File: src/rtl/spi_slave_if.sv
// SPI bus pins between an external master and the spi_slave responder.
interface spi_slave_if;
    logic sclk;
    logic cs;
    logic mosi;
    logic miso;

    modport master (
        output sclk,
        output cs,
        output mosi,
        input  miso
    );

    modport slave (
        input  sclk,
        input  cs,
        input  mosi,
        output miso
    );
endinterface

File: src/rtl/spi_slave.sv
// Oversampled SPI slave: synchronizes sclk/cs/mosi onto the system clock,
// recovers bus edges and shifts one SPI_BITS-bit word per frame slot.
module spi_slave #(
    parameter bit          CPOL     = 1'b1,
    parameter bit          CPHA     = 1'b1,
    parameter int unsigned SPI_BITS = 16
) (
    input  logic                clk_spi_drive,
    input  logic                rst,
    input  logic                enable,
    spi_slave_if.slave          bus,
    input  logic [SPI_BITS-1:0] data_tx,
    output logic [SPI_BITS-1:0] data_rx,
    output logic                rx_valid,
    output logic                busy,
    output logic                frame_err
);

    localparam int unsigned CNT_W = (SPI_BITS > 2) ? $clog2(SPI_BITS) : 1;
    localparam logic [CNT_W-1:0] LAST_BIT = CNT_W'(SPI_BITS - 1);

    typedef enum logic {
        IDLE  = 1'b0,
        SHIFT = 1'b1
    } state_t;

    state_t              state;
    logic                sclk_meta, sclk_s, sclk_prev;
    logic                cs_meta, cs_s, cs_prev;
    logic                mosi_meta, mosi_s;
    logic [SPI_BITS-1:0] shift_tx;
    logic [SPI_BITS-1:0] shift_rx;
    logic [SPI_BITS-1:0] rx_word;
    logic [CNT_W-1:0]    bit_cnt;

    logic lead_edge, trail_edge, sample_edge, shift_edge;
    logic cs_fall, cs_rise, word_done, word_open;

    // Two-flop synchronizers plus a history flop for edge detection
    always_ff @(posedge clk_spi_drive) begin
        if (rst) begin
            sclk_meta <= CPOL;
            sclk_s    <= CPOL;
            sclk_prev <= CPOL;
            cs_meta   <= 1'b1;
            cs_s      <= 1'b1;
            cs_prev   <= 1'b1;
            mosi_meta <= 1'b0;
            mosi_s    <= 1'b0;
        end else begin
            sclk_meta <= bus.sclk;
            sclk_s    <= sclk_meta;
            sclk_prev <= sclk_s;
            cs_meta   <= bus.cs;
            cs_s      <= cs_meta;
            cs_prev   <= cs_s;
            mosi_meta <= bus.mosi;
            mosi_s    <= mosi_meta;
        end
    end

    // Bus edge recovery; sample/shift roles swap with CPHA
    assign lead_edge   = (sclk_prev == CPOL) && (sclk_s != CPOL);
    assign trail_edge  = (sclk_prev != CPOL) && (sclk_s == CPOL);
    assign sample_edge = CPHA ? trail_edge : lead_edge;
    assign shift_edge  = CPHA ? lead_edge  : trail_edge;
    assign cs_fall     = cs_prev && !cs_s;
    assign cs_rise     = !cs_prev && cs_s;

    // Word assembly; a sample coinciding with cs rise is folded in first
    assign rx_word   = SPI_BITS'({shift_rx, mosi_s});
    assign word_done = sample_edge && (bit_cnt == LAST_BIT);
    assign word_open = sample_edge ? !word_done : (bit_cnt != '0);

    // Frame state machine with registered bus and status outputs
    always_ff @(posedge clk_spi_drive) begin
        if (rst) begin
            state     <= IDLE;
            shift_tx  <= '0;
            shift_rx  <= '0;
            bit_cnt   <= '0;
            bus.miso  <= 1'b0;
            data_rx   <= '0;
            rx_valid  <= 1'b0;
            busy      <= 1'b0;
            frame_err <= 1'b0;
        end else begin
            rx_valid  <= 1'b0;
            frame_err <= 1'b0;
            if (!enable) begin
                state    <= IDLE;
                busy     <= 1'b0;
                bus.miso <= 1'b0;
                bit_cnt  <= '0;
            end else begin
                case (state)
                    IDLE: begin
                        busy     <= 1'b0;
                        bus.miso <= 1'b0;
                        if (cs_fall) begin
                            state   <= SHIFT;
                            busy    <= 1'b1;
                            bit_cnt <= '0;
                            if (!CPHA) begin
                                // MSB goes out before the first clock edge
                                bus.miso <= data_tx[SPI_BITS-1];
                                shift_tx <= data_tx << 1;
                            end else begin
                                shift_tx <= data_tx;
                            end
                        end
                    end
                    SHIFT: begin
                        if (shift_edge) begin
                            bus.miso <= shift_tx[SPI_BITS-1];
                            shift_tx <= shift_tx << 1;
                        end
                        if (sample_edge) begin
                            shift_rx <= rx_word;
                            if (word_done) begin
                                data_rx  <= rx_word;
                                rx_valid <= 1'b1;
                                bit_cnt  <= '0;
                                shift_tx <= data_tx;
                            end else begin
                                bit_cnt <= bit_cnt + CNT_W'(1);
                            end
                        end
                        if (cs_rise) begin
                            state     <= IDLE;
                            busy      <= 1'b0;
                            bus.miso  <= 1'b0;
                            bit_cnt   <= '0;
                            frame_err <= word_open;
                        end
                    end
                    default: begin
                        state    <= IDLE;
                        busy     <= 1'b0;
                        bus.miso <= 1'b0;
                    end
                endcase
            end
        end
    end

endmodule
File: src/flat_wrapper.sv
// flat-port wrapper written by rule: the top's interface ports become plain ports
module spi_slave_flat 
#(
    parameter bit          CPOL     = 1'b1,
    parameter bit          CPHA     = 1'b1,
    parameter int unsigned SPI_BITS = 16
)
  (clk_spi_drive, rst, enable, data_tx, data_rx, rx_valid, busy, frame_err, bus_sclk, bus_cs, bus_mosi, bus_miso);
  spi_slave_if bus_i ();
  input  logic clk_spi_drive;
  input  logic rst;
  input  logic enable;
  input  logic [SPI_BITS-1:0] data_tx;
  output logic [SPI_BITS-1:0] data_rx;
  output logic rx_valid;
  output logic busy;
  output logic frame_err;
  input wire logic [$bits(bus_i.sclk)-1:0] bus_sclk;
  input wire logic [$bits(bus_i.cs)-1:0] bus_cs;
  input wire logic [$bits(bus_i.mosi)-1:0] bus_mosi;
  output wire logic [$bits(bus_i.miso)-1:0] bus_miso;
  assign bus_i.sclk = bus_sclk;
  assign bus_i.cs = bus_cs;
  assign bus_i.mosi = bus_mosi;
  assign bus_miso = bus_i.miso;
  spi_slave #(.CPOL(CPOL), .CPHA(CPHA), .SPI_BITS(SPI_BITS)) u_core (.clk_spi_drive(clk_spi_drive), .rst(rst), .enable(enable), .bus(bus_i), .data_tx(data_tx), .data_rx(data_rx), .rx_valid(rx_valid), .busy(busy), .frame_err(frame_err));
endmodule
File: config.mk
export PLATFORM = sky130hd
export DESIGN_NAME = spi_slave_flat
export DESIGN_NICKNAME = d
export VERILOG_FILES = /design/src/rtl/spi_slave_if.sv /design/src/rtl/spi_slave.sv /design/src/flat_wrapper.sv
export SDC_FILE = /design/constraint.sdc
export NUM_CORES = 1
export LEC_CHECK = 0
export CAP_MARGIN = 10
export CORE_UTILIZATION = 35
export CTS_BUF_LIST = sky130_fd_sc_hd__clkbuf_16
export DETAILED_ROUTE_END_ITERATION = 8
export DONT_BUFFER_PORTS = 1
export PLACE_DENSITY = 0.53
export RECOVER_POWER = 25
export SLEW_MARGIN = 20
export SYNTH_ARGS = -nofsm -noshare
export SYNTH_HDL_FRONTEND = slang
export SYNTH_SLANG_ARGS = --single-unit
File: constraint.sdc
create_clock -name clk_spi_drive -period 2 [get_ports clk_spi_drive]
set_clock_uncertainty 0.2 [all_clocks]
set_input_delay 0.3 -clock clk_spi_drive [delete_from_list [all_inputs] [get_ports clk_spi_drive]]
set_output_delay 0.3 -clock clk_spi_drive [all_outputs]
set_load 0.005 [all_outputs]
# ---- Word level (Yosys, flattened, before mapping)
# Index checks and enable logic that the tools add are counted.
dict set report word_totals {
  regBits 64
  latchBits 0
  ramBits 0
  rom_bits 0
  inputBits 22
  out_inout_bits 20
  word_cells 65
  memories 0
}
dict set report op_classes {
  addsub 1
  multipliers 0
  div_mod_pow 0
  n_lt_le_gt_ge 0
  n_eq_ne 5
  n_shift 0
  n_mux 20
  bitwise_logic 6
  reduce_logical 16
}
# operator n
set ops {}
lappend ops {{$mux 16} 4}
lappend ops {{$pmux 16 s2} 1}
lappend ops {{$mux 4} 4}
lappend ops {{$pmux 4 s2} 1}
lappend ops {{$reduce_or 4->1} 2}
lappend ops {{$mux 1} 7}
lappend ops {{$ne 3x3->1 const B} 2}
lappend ops {{$not 1->1} 6}
lappend ops {{$pmux 1 s2} 3}
lappend ops {{$logic_and 1x1->1} 5}
lappend ops {{$add 4x1->4 const B} 1}
lappend ops {{$eq 4x4->1 const B} 1}
lappend ops {{$reduce_and 2->1} 2}
lappend ops {{$reduce_and 4->1} 1}
lappend ops {{$reduce_bool 4->1} 1}
lappend ops {{$logic_not 1->1} 3}
lappend ops {{$reduce_and 3->1} 1}
lappend ops {{$ne 2x1->1 const B} 1}
lappend ops {{$ne 2x2->1 const B} 1}
lappend ops {{$reduce_or 2->1} 1}

# ---- Longest topological paths before layout
dict set report depth {
  word_depth 7
  depth_mapped 7
  mapped_depth_nobuf 5
}

# ---- Least setup slack after synthesis
# No wires, ideal clock.
dict set report synth_timing {
  kind {flip-flop to flip-flop}
  from {register u_core.bit_cnt[0]}
  to {register u_core.shift_tx[5]}
  setup_ns 0.095
  t_arrival_ns 1.508
  t_required_ns 1.705
  path_slack_ns 0.197
  path_stages_with_launch 7
  n_path_buf 1
  synth_period_minus_slack_ns 1.803
  path_cell_list {dfxtp_1 > ha_1 > and3_2 > a21oi_2 > buf_2 > a22oi_1 > a221oi_1}
}
dict set report synth_between {
  elab_chain_len 5
}
# item line
set synth_lines {}
lappend synth_lines {{start, declared} spi_slave.sv:34} ;# logic [CNT_W-1:0] bit_cnt;
lappend synth_lines {{start signal, assigned} spi_slave.sv:126} ;# bit_cnt <= bit_cnt + CNT_W'(1);
lappend synth_lines {{$eq 4x4->1} spi_slave.sv:72} ;# assign word_done = sample_edge && (bit_cnt == LAST_BIT);
lappend synth_lines {{$logic_and 1x1->1} spi_slave.sv:72}
lappend synth_lines {{$mux 16} spi_slave.sv:120} ;# if (word_done) begin
lappend synth_lines {{$mux 16} spi_slave.sv:118} ;# if (sample_edge) begin
lappend synth_lines {{$pmux 16 s2} spi_slave.sv:96} ;# case (state)
lappend synth_lines {{end signal, assigned} spi_slave.sv:107} ;# shift_tx <= data_tx << 1;
lappend synth_lines {{end signal, assigned} spi_slave.sv:116} ;# shift_tx <= shift_tx << 1;
lappend synth_lines {{end signal, assigned} spi_slave.sv:124} ;# shift_tx <= data_tx;
lappend synth_lines {{end, declared} spi_slave.sv:31} ;# logic [SPI_BITS-1:0] shift_tx;
# Every way passes these cells.
# A chain may end at the register's enable or synchronous reset.

# ---- Worst setup path in the final report
dict set report layout_timing {
  from {register u_core.bit_cnt[0]}
  to {register u_core.shift_tx[15]}
}
# Same word-level chain as after synthesis.

==> impl_metrics.prom <==
# TYPE chip_impl_metric gauge
chip_impl_info{name="status",value="completed"} 1
chip_impl_metric{name="synth_area",unit="mm2"} 0.00265
chip_impl_metric{name="dp_hpwl",unit="um"} 3480
chip_impl_info{name="r2r-start",value="u_core.bit_cnt[0]"} 1
chip_impl_metric{name="finalMaxSlewViolations",unit=""} 0
chip_impl_metric{name="die_y",unit="um"} 88.9
chip_impl_metric{name="die_area",unit="mm2"} 0.00791
chip_impl_metric{name="fillerInstances",unit=""} 746
chip_impl_metric{name="achievable-frequency",unit="MHz"} 535
chip_impl_info{name="cts_tree",value="built"} 1
chip_impl_metric{name="timing.critical_path.arrival",unit="ps"} 1910
chip_impl_metric{name="maximum_ir_drop_on_the_vdd_rail",unit="uV"} 404
chip_impl_info{name="rsz0062_at_grt",value="false"} 1
chip_impl_metric{name="count_of_antenna_violating_nets_left_after_detailed_routing",unit=""} 0
chip_impl_metric{name="final_net_count",unit=""} 350
chip_impl_metric{name="worstMarginPinSlew",unit="ps"} 499
chip_impl_metric{name="io-pin-count",unit=""} 42
chip_impl_info{name="ys.flop_type",value="sky130_fd_sc_hd__dfxtp_1"} 1
chip_impl_metric{name="drc_errors",unit=""} 0
chip_impl_metric{name="power-per-cell-area",unit="mW/mm2"} 918
chip_impl_metric{name="critPathMaxFanout",unit=""} 15
chip_impl_metric{name="slowest_stage_delay_cp",unit="ps"} 390
chip_impl_info{name="clock_tree.root_cell",value="sky130_fd_sc_hd__clkbuf_16"} 1
chip_impl_metric{name="data_required_time_at_the_worst_endpoint",unit="ps"} 2040
chip_impl_metric{name="setup_tns",unit="ps"} 0
chip_impl_metric{name="r2r_slack",unit="ps"} 130
chip_impl_info{name="cp_slowest_cell",value="sky130_fd_sc_hd__dfxtp_1"} 1
chip_impl_metric{name="fraction_of_power_consumed_by_combinational_cells",unit="%"} 4.4
chip_impl_metric{name="die_w",unit="um"} 88.9
chip_impl_metric{name="synth_cell_type_count",unit=""} 41
chip_impl_metric{name="instances_no_fill",unit=""} 430
chip_impl_metric{name="synth_seq_area_share",unit="%"} 48.4
chip_impl_metric{name="postSynth.asyncResetShare",unit="%"} 0
chip_impl_metric{name="core_region_area",unit="mm2"} 0.00729
chip_impl_metric{name="switching_power",unit="W"} 0.000653
chip_impl_metric{name="final_count_of_hold_timing_violations",unit=""} 0
chip_impl_metric{name="drt-vias-per-instance",unit=""} 4.91
chip_impl_metric{name="ys_ff_latch",unit=""} 64
chip_impl_metric{name="clock_path_buffers",unit=""} 2
chip_impl_metric{name="insertedDiodeCount",unit=""} 0
chip_impl_metric{name="post-route-period-util",unit="%"} 93.5
chip_impl_metric{name="post_synth_inst_count",unit=""} 306
chip_impl_metric{name="routabilityCongestion",unit=""} 0.738
chip_impl_metric{name="max_capacitance_violation_count",unit=""} 0
chip_impl_metric{name="numClockSinks",unit=""} 64
chip_impl_metric{name="crit_buf_inv",unit=""} 1
chip_impl_metric{name="clk_latency",unit="ps"} 330
chip_impl_info{name="yosys-top-cells-area",value="sky130_fd_sc_hd__dfxtp_1 48%, sky130_fd_sc_hd__nand2_1 12%, sky130_fd_sc_hd__a21oi_1 6.4%"} 1
chip_impl_metric{name="rows",unit=""} 31
chip_impl_metric{name="grt_start_max_net_pins",unit=""} 58
chip_impl_metric{name="clk_pin_slew_worst_paths",unit="ps"} 50
chip_impl_metric{name="worst_setup_slack_after_placement",unit="ps"} 113
chip_impl_info{name="worstSetupStartpointType",value="flop"} 1
chip_impl_info{name="min-delay-path-class",value="input port to flop"} 1
chip_impl_metric{name="final_worst_setup_slack",unit="ps"} 131
chip_impl_metric{name="setup_violations",unit=""} 0
chip_impl_metric{name="number_of_global_route_vias_before_repair",unit=""} 1967
chip_impl_info{name="crit_family",value="compound AO/OA/AOI/OAI gates"} 1
chip_impl_info{name="yosys.area.top_type",value="sky130_fd_sc_hd__dfxtp_1"} 1
chip_impl_metric{name="post_drt_wl_per_cell",unit="um"} 13.3
chip_impl_metric{name="post_cts.repair.setup_buffers",unit=""} 0
chip_impl_metric{name="clock_power_share",unit="%"} 51.7
chip_impl_metric{name="tritoncts.num_buffers",unit=""} 9
chip_impl_metric{name="power.internal",unit="W"} 0.00232
chip_impl_metric{name="dr_total_vias",unit=""} 2111
chip_impl_metric{name="power.share.sequential",unit="%"} 43.9
chip_impl_info{name="post_synth_most_frequent_cells",value="83 x sky130_fd_sc_hd__nand2_1, 64 x sky130_fd_sc_hd__dfxtp_1, 34 x sky130_fd_sc_hd__a21oi_1"} 1
chip_impl_metric{name="h_tree_levels",unit=""} 3
chip_impl_metric{name="total_power",unit="W"} 0.00298
chip_impl_metric{name="totalWireLength",unit="um"} 5710
chip_impl_metric{name="synthToLayoutAreaGrowth",unit="%"} 22.7
chip_impl_metric{name="netSwitchingFraction",unit="%"} 21.9
chip_impl_info{name="setup.worst_path.class",value="flop to flop"} 1
chip_impl_metric{name="overall_routing_resource_usage",unit="%"} 16.0
chip_impl_metric{name="initial_core_util",unit="%"} 36.3
chip_impl_metric{name="leakage",unit="nW"} 1.17
chip_impl_metric{name="grt_first_pass_wirelength",unit="um"} 9470
chip_impl_metric{name="synth_top_area_share",unit="%"} 48.4
chip_impl_metric{name="antenna_found_initial",unit=""} 0
chip_impl_metric{name="drive_above_1_share",unit="%"} 15.4
chip_impl_metric{name="ys.warnings.count",unit=""} 0
chip_impl_metric{name="synth.net_count",unit=""} 330
chip_impl_metric{name="firstDrtPassIters",unit=""} 4
chip_impl_metric{name="synth_area_per_cell",unit="um2"} 8.64
chip_impl_metric{name="dr.first_iter.drc_count",unit=""} 118
chip_impl_info{name="critPathLaunch",value="u_core.bit_cnt[0]"} 1
chip_impl_metric{name="port_buffers",unit=""} 0
chip_impl_info{name="hold_path.startpoint",value="data_tx[14]"} 1
chip_impl_info{name="timing.critical_path.cells",value="ha_1, nand3_1, o21ai_1, buf_4, nand2_1, a221oi_2"} 1
chip_impl_metric{name="grt_overflow_total",unit=""} 0
chip_impl_metric{name="final.min_clock_period",unit="ps"} 1870
chip_impl_metric{name="whs",unit="ps"} 8.78
chip_impl_metric{name="dp.cells",unit=""} 396
chip_impl_metric{name="synth_edf_count",unit=""} 0
chip_impl_metric{name="max-slew-margin-rel",unit="%"} 66.4
chip_impl_info{name="timing.critical_path.to_type",value="flop"} 1
chip_impl_info{name="synthMostInstantiatedCell",value="sky130_fd_sc_hd__nand2_1"} 1
-- state kept, by name (all words and copies together), names as in the netlist, 4 cells and up --
signal,count
u_core.bit_cnt,4
u_core.data_rx,16
u_core.shift_rx,15
u_core.shift_tx,16
-- power groups by stage --
stage	logic [W]	registers [W]	clock network [W]
after floorplan	0.0000847	0.00133	0
after global placement	0.0000788	0.00134	0
after detailed placement	0.0000793	0.00134	0
after CTS	0.000130	0.00131	0.00158
after global routing	0.000143	0.00131	0.00163
final	0.000131	0.00131	0.00154
-- what timing repair did --
item,in CTS,in global routing
resized for setup,0,1
hold buffers,18,0
endpoints found under the setup margin,0,1
endpoints found under the hold margin,57,0
-- logic make-up (layout without fill, tap and decap cells) --
family	after synthesis	after routing	synth area share, %
flip-flops	64	64	48.4
multiplexers	4	4	1.56
AO/OA/AOI/OAI	73	73	20.1
adder cells (fa/ha/maj)	2	2	0.946
AND/OR/NAND/NOR	125	125	22.2
buffers and inverters	38	63	6.76
-- through the flow --
step / utilization (%) / instance area, um2
6_report: 44.5 / 3240
3_5_place_dp: 37.7 / 2750
2_1_floorplan: - / 2650
5_1_grt: 44.5 / 3240
4_1_cts: 44.5 / 3240
3_3_place_gp: 37.7 / 2750
-- layout make-up --
class / instances / area [um2] / share of cell area, %
timing repair buffer: 28 / 285 / 8.79
tap: 99 / 124 / 3.82
clock inverter: 7 / 71.3 / 2.20
clock buffer: 9 / 225 / 6.94
multi-input combinational: 204 / 1190 / 36.6
sequential: 64 / 1280 / 39.5
inverter: 19 / 71.3 / 2.20
-- cell usage in the layout (no fill, tap or decap), drive strengths merged, types with 2 or more instances in the layout --
cell type    count
clkinv           2
a221oi          14
a21oi           35
clkbuf           9
nand3            9
a22oi           13
buf             11
or2              6
nor2b            6
mux2i            3
inv             20
dfxtp           64
nor3             2
clkinvlp         3
nand2b           4
ha               2
dlygate4sd3     17
o21ai            5
nor2             5
nand2           84
-- worst paths after layout --
kind,to,cells past startpoint
max,u_core.shift_tx[15],6
min,u_core.shift_tx[14],2
max reg2reg,u_core.shift_tx[15],6
min reg2reg,u_core.cs_s,1
-- worst reg2reg max path: stages (launching register included) --
cell	delay, ps
sky130_fd_sc_hd__dfxtp_1	390
sky130_fd_sc_hd__ha_1	240
sky130_fd_sc_hd__nand3_1	130
sky130_fd_sc_hd__o21ai_1	240
sky130_fd_sc_hd__buf_4	260
sky130_fd_sc_hd__nand2_1	110
sky130_fd_sc_hd__a221oi_2	210
-- per-layer routing --
layer | wire [um] | track usage (%) | share of wire [%] | vias up
met5 | 0 | 0 | 0 | -
met4 | 117 | 9.24 | 2.1 | 0
li1 | - | - | - | 1083
met3 | 338 | 5.54 | 5.9 | 9
met2 | 2520 | 23.8 | 44 | 41
met1 | 2730 | 20.3 | 48 | 978
No activity file was read; power rests on OpenSTA's default activity.
